===== config.mk =====
export PLATFORM = sky130hd
export DESIGN_NAME = wb_port_arbiter
export DESIGN_NICKNAME = d
export VERILOG_FILES = /design/src/rtl/core_pkg.sv /design/src/rtl/rr_arbiter.sv /design/src/rtl/wb_port_arbiter.sv
export SDC_FILE = /design/constraint.sdc
export NUM_CORES = 1
export LEC_CHECK = 0
export ABC_AREA = 1
export BUFFER_PORTS_ARGS = -buffer_cell sky130_fd_sc_hd__buf_2
export CORE_MARGIN = 3
export CORE_UTILIZATION = 46
export DETAILED_ROUTE_END_ITERATION = 8
export PLACE_DENSITY = 0.93
export SKIP_CTS_REPAIR_TIMING = 1
export SLEW_MARGIN = 30
export SYNTH_ARGS = -nofsm -noshare
export SYNTH_HDL_FRONTEND = slang
export SYNTH_SLANG_ARGS = --single-unit

===== constraint.sdc =====
create_clock -name clk -period 5.4 [get_ports clk]
set_input_delay 0.54 -clock clk [delete_from_list [all_inputs] [get_ports clk]]
set_output_delay 0.54 -clock clk [all_outputs]
set_load 0.05 [all_outputs]

===== src/rtl/core_pkg.sv =====
// Shared core types: register-file addressing and the bundled writeback request.
package core_pkg;

    localparam int REG_ADDR_W = 5;
    localparam int NUM_REGS   = 32;
    localparam int WB_XLEN    = 32;

    typedef logic [REG_ADDR_W-1:0] reg_addr_t;

    typedef struct packed {
        logic               valid;
        reg_addr_t          addr;
        logic [WB_XLEN-1:0] data;
    } wb_req_t;

endpackage


===== src/rtl/rr_arbiter.sv =====
// Combinational round-robin arbiter: first requester at or after ptr (wrapping) wins.
module rr_arbiter #(
    parameter int N     = 3,
    parameter int IDX_W = (N > 1) ? $clog2(N) : 1
) (
    input  logic [N-1:0]     req,
    input  logic [IDX_W-1:0] ptr,
    output logic [N-1:0]     gnt,
    output logic [IDX_W-1:0] gnt_idx,
    output logic             any_gnt
);

    int unsigned w_idx;

    always_comb begin
        gnt     = '0;
        gnt_idx = '0;
        any_gnt = 1'b0;
        w_idx   = 0;
        for (int unsigned k = 0; k < N; k++) begin
            w_idx = (32'(ptr) + k) % N;
            if (!any_gnt && req[w_idx]) begin
                gnt[w_idx] = 1'b1;
                gnt_idx    = IDX_W'(w_idx);
                any_gnt    = 1'b1;
            end
        end
    end

endmodule


===== src/rtl/wb_port_arbiter.sv =====
// Round-robin sharing of the register-file write port between writeback sources,
// with a one-entry registered output stage and forwarding hit detection.
module wb_port_arbiter
    import core_pkg::*;
#(
    parameter int XLEN      = 32,
    parameter int NUM_SRC   = 3,
    parameter int SRC_IDX_W = $clog2(NUM_SRC)
) (
    input  logic                           clk,
    input  logic                           rst_n,
    input  logic [NUM_SRC-1:0]             src_valid,
    output logic [NUM_SRC-1:0]             src_ready,
    input  logic [NUM_SRC-1:0][REG_ADDR_W-1:0] src_addr,
    input  logic [NUM_SRC-1:0][XLEN-1:0]   src_data,
    output logic                           wr_en,
    output logic [REG_ADDR_W-1:0]          wr_addr,
    output logic [XLEN-1:0]                wr_data,
    input  logic [REG_ADDR_W-1:0]          rs1_addr,
    input  logic [REG_ADDR_W-1:0]          rs2_addr,
    output logic                           fwd1_hit,
    output logic                           fwd2_hit,
    output logic [XLEN-1:0]                fwd_data,
    output logic [SRC_IDX_W-1:0]           last_grant
);

    logic [SRC_IDX_W-1:0] r_rr_ptr;
    logic                 r_wr_en;
    reg_addr_t            r_wr_addr;
    logic [XLEN-1:0]      r_wr_data;
    logic [SRC_IDX_W-1:0] r_last_grant;

    logic [NUM_SRC-1:0]   w_gnt;
    logic [SRC_IDX_W-1:0] w_gnt_idx;
    logic                 w_any_gnt;

    rr_arbiter #(
        .N     (NUM_SRC),
        .IDX_W (SRC_IDX_W)
    ) u_rr_arbiter (
        .req     (src_valid),
        .ptr     (r_rr_ptr),
        .gnt     (w_gnt),
        .gnt_idx (w_gnt_idx),
        .any_gnt (w_any_gnt)
    );

    // Ready is masked by reset so no source sees an accept while rst_n is low.
    assign src_ready = w_gnt & {NUM_SRC{rst_n}};

    always_ff @(posedge clk or negedge rst_n) begin
        if (!rst_n) begin
            r_rr_ptr     <= '0;
            r_wr_en      <= 1'b0;
            r_wr_addr    <= '0;
            r_wr_data    <= '0;
            r_last_grant <= '0;
        end else if (w_any_gnt) begin
            r_wr_addr    <= src_addr[w_gnt_idx];
            r_wr_data    <= src_data[w_gnt_idx];
            r_wr_en      <= (src_addr[w_gnt_idx] != '0);
            r_last_grant <= w_gnt_idx;
            r_rr_ptr     <= (w_gnt_idx == SRC_IDX_W'(NUM_SRC - 1)) ? '0
                                                                   : w_gnt_idx + SRC_IDX_W'(1);
        end else begin
            r_wr_en <= 1'b0;
        end
    end

    assign wr_en      = r_wr_en;
    assign wr_addr    = r_wr_addr;
    assign wr_data    = r_wr_data;
    assign last_grant = r_last_grant;

    assign fwd1_hit = r_wr_en && (r_wr_addr == rs1_addr);
    assign fwd2_hit = r_wr_en && (r_wr_addr == rs2_addr);
    assign fwd_data = r_wr_data;

endmodule


After elaboration in Yosys (flattened, before gate mapping)
Cells that the tools add are included.
- register bits: 42
- input port bits: 126
- output and inout bits: 77
- word-level logic and storage cells: 61
- $add $sub $neg: 3
- div/mod/pow operators: 3
- $lt $le $gt $ge: 7
- eq/ne operators: 3
- muxes and demuxes: 27
- bitwise gates (word level): 3
- reduce and logical (&&, ||, !) cells: 10
- operator list (operator ; count):
    32-bit by 1-bit >= comparator with 1-bit output (second input constant) ; 3
    32-bit by 3-bit less-than comparator with 1-bit output (second input constant) ; 3
    32-bit binary-select mux with 2-bit select ; 1
    32-bit by 2-bit remainder unit with 32-bit output (second input constant) ; 2
    2-bit by 2-bit remainder unit with 32-bit output (second input constant) ; 1
    32-bit two-way mux ; 1
    5-bit binary-select mux with 2-bit select ; 1
    5-bit == test ; 2
    1-bit two-way mux ; 10
    3-bit two-way mux ; 3
    2-bit two-way mux ; 4
    1-bit logical AND ; 7
    1-bit binary-select mux with 2-bit select ; 3
    1-bit demux with 2-bit select ; 3
    3-bit bitwise OR ; 2
    5-bit two-way mux ; 1
    5-bit nonzero test ; 1
    2-bit by 1-bit adder with 3-bit output (second input constant) ; 1
    2-bit by 2-bit adder with 3-bit output (second input constant) ; 1
    3-bit bitwise AND ; 1
    2-bit by 3-bit less-than comparator with 1-bit output (second input constant) ; 1
    2-bit by 1-bit adder with 2-bit output (second input constant) ; 1
    2-bit == test (second input constant) ; 1
    1-bit logical NOT ; 2

Longest topological paths before layout
- word-level depth: 14
- gate-level depth with buffers: 17
- mapped depth without buffers: 17

Hierarchy
Synthesis repeated with hierarchy kept, for this count alone.
- cells, all modules: 382
- area total of the unflattened synthesis: 2874.0 µm²
- modules (own cells, without submodules) (module ; instances ; cells each ; area an instance (µm²) ; seq. area each (µm²)):
    wb_port_arbiter ; 1 ; 321 ; 2553.7 ; 1051.0
    rr_arbiter ; 1 ; 61 ; 320.3 ; 0.0

Worst setup path before layout
Ideal clock, no wire load.
- path type: flip-flop to output port
- start point: reg r_wr_addr[1] (netlist: wr_addr[1])
- end point: out fwd1_hit
- arrival time: 2.395 ns
- required time: 4.860 ns
- setup slack: 2.465 ns
- cell stages (with the launch flop): 5
- path buffers: 0
- cells stage by stage: dfrtp_1 > inv_1 > nand2_1 > nand4_1 > nor4_1
- cells in the longest elaborated chain, start to end: 2
- RTL lines (item ; line ; text):
    start, declared ; wb_port_arbiter.sv:29 ; reg_addr_t r_wr_addr;
    start signal, assigned ; wb_port_arbiter.sv:59 ; r_wr_addr <= src_addr[w_gnt_idx];
    5-bit == test ; wb_port_arbiter.sv:75 ; assign fwd1_hit = r_wr_en && (r_wr_addr == rs1_addr);
    1-bit logical AND ; wb_port_arbiter.sv:75 ;
    end, declared ; wb_port_arbiter.sv:21 ; output logic fwd1_hit,
Every way passes these cells.

Worst setup path in the final report
- start point: reg r_rr_ptr[0]
- end point: reg r_wr_en (netlist: wr_en)
- cells in the longest elaborated chain, start to end: 14
- elaborated cells on any way between the ends: 25
- those cells by class: add/sub: 2; div: 3; mux: 15; reduce/logical: 5
- RTL lines (item ; line ; text):
    start, declared ; wb_port_arbiter.sv:27 ; logic [SRC_IDX_W-1:0] r_rr_ptr;
    start signal, assigned ; wb_port_arbiter.sv:63 ; r_rr_ptr <= (w_gnt_idx == SRC_IDX_W'(NUM_SRC - 1)) ? '0
    parallel branches: the longest is 13 deep, another holds 32-bit by 2-bit remainder unit with 32-bit output ; n/a ;
    1-bit two-way mux (*) ; wb_port_arbiter.sv:58 ; end else if (w_any_gnt) begin
    end signal, assigned ; wb_port_arbiter.sv:61 ; r_wr_en <= (src_addr[w_gnt_idx] != '0);
    end, declared ; wb_port_arbiter.sv:28 ; logic r_wr_en;
Every way passes the cells marked *. The select of a mux whose other input is x is not followed.
A chain may end at the register's enable or synchronous reset.

==> impl_metrics.env <==
export IMPL_outcome="finished clean"
export IMPL_grt_max_degree=46
export IMPL_first_iter_violations=169
export IMPL_hp_class="input port to asynchronous set/reset pin"
export IMPL_start_kind="register"
export IMPL_worstPathMaxFanout=36
export IMPL_grt_usage=0.234
export IMPL_setup_tns_ps=0
export IMPL_slew_violations=0
export IMPL_worst_ep_required_time_ps=5620
export IMPL_fill_cells=553
export IMPL_rsz0062_at_grt="false"
export IMPL_coreArea_um2=6100
export IMPL_syn2layout_area_growth_pct=28.6
export IMPL_ant_nets=0
export IMPL_clockBufferDepth=2
export IMPL_fin_crit_sh=0.553
export IMPL_initial_utilization=0.489
export IMPL_period_needed_ps=2990
export IMPL_syn_inst=429
export IMPL_ios=203
export IMPL_synth_largest_area_cell="dfrtp_1"
export IMPL_die_width_um=86.5
export IMPL_row_count=28
export IMPL_arrival_ps=3210
export IMPL_netlist_area_leader_share=0.353
export IMPL_first_pass_iters=5
export IMPL_clock_sinks=42
export IMPL_ys_top_cells_by_area="dfrtp_1, nor2_1, a21oi_1"
export IMPL_overflow=0
export IMPL_path_clk_slew_ps=80
export IMPL_crit_type="register to register"
export IMPL_multiInputGateArea_um2=1480
export IMPL_place_congestion=0.971
export IMPL_fin_skew_ps=4.15
export IMPL_grt_pass1_vias=3172
export IMPL_wl_per_cell_um=13.7
export IMPL_cap_violations=0
export IMPL_max_freq_mhz=335
export IMPL_finalHoldViolations=0
export IMPL_syn_area_um2=2980
export IMPL_ys_warn_count=0
export IMPL_max_slew_margin=0.578
export IMPL_drive_above_1_share=0.393
export IMPL_register_area_um2=1050
export IMPL_syn_area_per_cell_um2=6.95
export IMPL_dpl_hpwl_um=6910
export IMPL_grt_pass1_wl_um=14200
export IMPL_viasPerCell=5.19
export IMPL_ys_ff_latch=42
export IMPL_setup_worst_path_end_class="register"
export IMPL_setup_viol=0
export IMPL_route_vias_total=3439
export IMPL_die_height_um=86.5
export IMPL_tritoncts="built"
export IMPL_tightest_slew_ps=633
export IMPL_diodes=0
export IMPL_nets=717
export IMPL_drc=0
export IMPL_synthDistinctLibCells=30
export IMPL_cts_max_level=2
export IMPL_antenna_found_initial=0
export IMPL_routed_wirelength_um=9060
export IMPL_die_area_um2=7480
export IMPL_synth_net_count=559
export IMPL_cts_buffers=5
export IMPL_clockRootBuffer="clkbuf_8"
export IMPL_ys_seq_area_frac=0.353
export IMPL_io_buffers=202
export IMPL_clock_latency_ps=290
-- final timing paths --
check	from	to	slack [ps]	depth (start not counted)
worst max register to register	r_rr_ptr[0]	wr_en	2410	14
worst max-delay path	r_rr_ptr[0]	wr_en	2410	14
max in group asynchronous	rst_n	wr_addr[0]	4810	1
worst min register to register	last_grant[0]	last_grant[0]	500	2
worst min-delay path	rst_n	fwd_data[27]	220	1
min in group clk	last_grant[0]	last_grant[0]	500	2
-- placed cells by master (no fill, tap or decap) --
cell / n
buf_2: 201
nor2_1: 99
a21oi_1: 69
nand2_1: 49
dfrtp_1: 42
o21ai_1: 32
nand3_1: 25
inv_1: 14
o21ai_0: 7
inv_2: 6
clkbuf_8: 6
o22ai_1: 4
xor2_1: 4
ha_1: 4
nand2_2: 3
nand4_1: 3
buf_4: 3
nand2_4: 2
or2_2: 2
nor4_1: 2
a31oi_1: 2
nand3_2: 1
o21ai_2: 1
nor2_2: 1
nor3_1: 1
nor2_4: 1
nand4_2: 1
inv_4: 1
clkinv_2: 1
clkinvlp_4: 1
-- registers in the layout (all words and copies together) (netlist names) --
| name | cells |
|---|---|
| wr_en | 1 |
| fwd_data | 32 |
| wr_addr | 5 |
| r_rr_ptr | 2 |
| last_grant | 2 |
-- through the flow --
step,instances,setup slack (ps),hold WS [ps],area (um^2),util
2_1_floorplan,429,2460,244,2980,-
6_report,663,2410,217,3830,0.629
4_1_cts,663,2450,418,3830,0.628
3_3_place_gp,655,2610,470,3730,0.613
3_5_place_dp,655,2470,478,3730,0.613
5_1_grt,663,2160,261,3830,0.629
-- cell families after synthesis --
logic type      synth area share
xor+xnor                  0.0118
simple gates               0.272
compound gates             0.197
flops                      0.353
buf+inv                    0.150
fa+ha+maj                 0.0168
-- synthesized netlist by cell type --
master and instances:
a21oi_1 69, a31oi_1 2, buf_1 3, buf_2 4
buf_4 35, buf_6 4, clkbuf_1 7, dfrtp_1 42
ha_1 4, inv_1 14, inv_2 6, inv_4 1
nand2_1 49, nand2_2 3, nand2_4 2, nand3_1 25
nand3_2 1, nand4_1 3, nand4_2 1, nor2_1 99
nor2_2 1, nor2_4 1, nor3_1 1, nor4_1 2
o21ai_0 7, o21ai_1 32, o21ai_2 1, o22ai_1 4
or2_2 2, xor2_1 4
-- worst max-delay path, stage by stage, from the launching register on --
cell     delay [ps]
dfrtp_1         380
inv_1            80
ha_1            400
inv_2           130
nand3_1          80
nand2_1         170
nand4_1         170
nand2_2         510
buf_4           460
inv_2           130
nand3_1         110
nand2_1          70
nand3_1          90
nor2_1           40
nor2_1           70
-- routing by layer --
metal | up-vias | wire length, um | track usage | part of all wire
li1 | 1699 | - | - | -
met1 | 1540 | 3440 | 0.266 | 0.38
met2 | 185 | 4700 | 0.443 | 0.52
met3 | 15 | 789 | 0.0428 | 0.087
met4 | 0 | 133 | 0.0623 | 0.015
met5 | - | 0 | 0 | 0
-- layout make-up --
type,instances,area share
Multi-Input combinational cell,313,0.387
Tap cell,75,0.0245
Inverter,21,0.0212
Clock inverter,2,0.00326
Timing Repair Buffer,204,0.268
Sequential cell,42,0.274
Clock buffer,6,0.0215
Power is left out: the tool's default activity adds up to more than one toggle a clock period on the data nets, which glitch-free logic cannot reach.
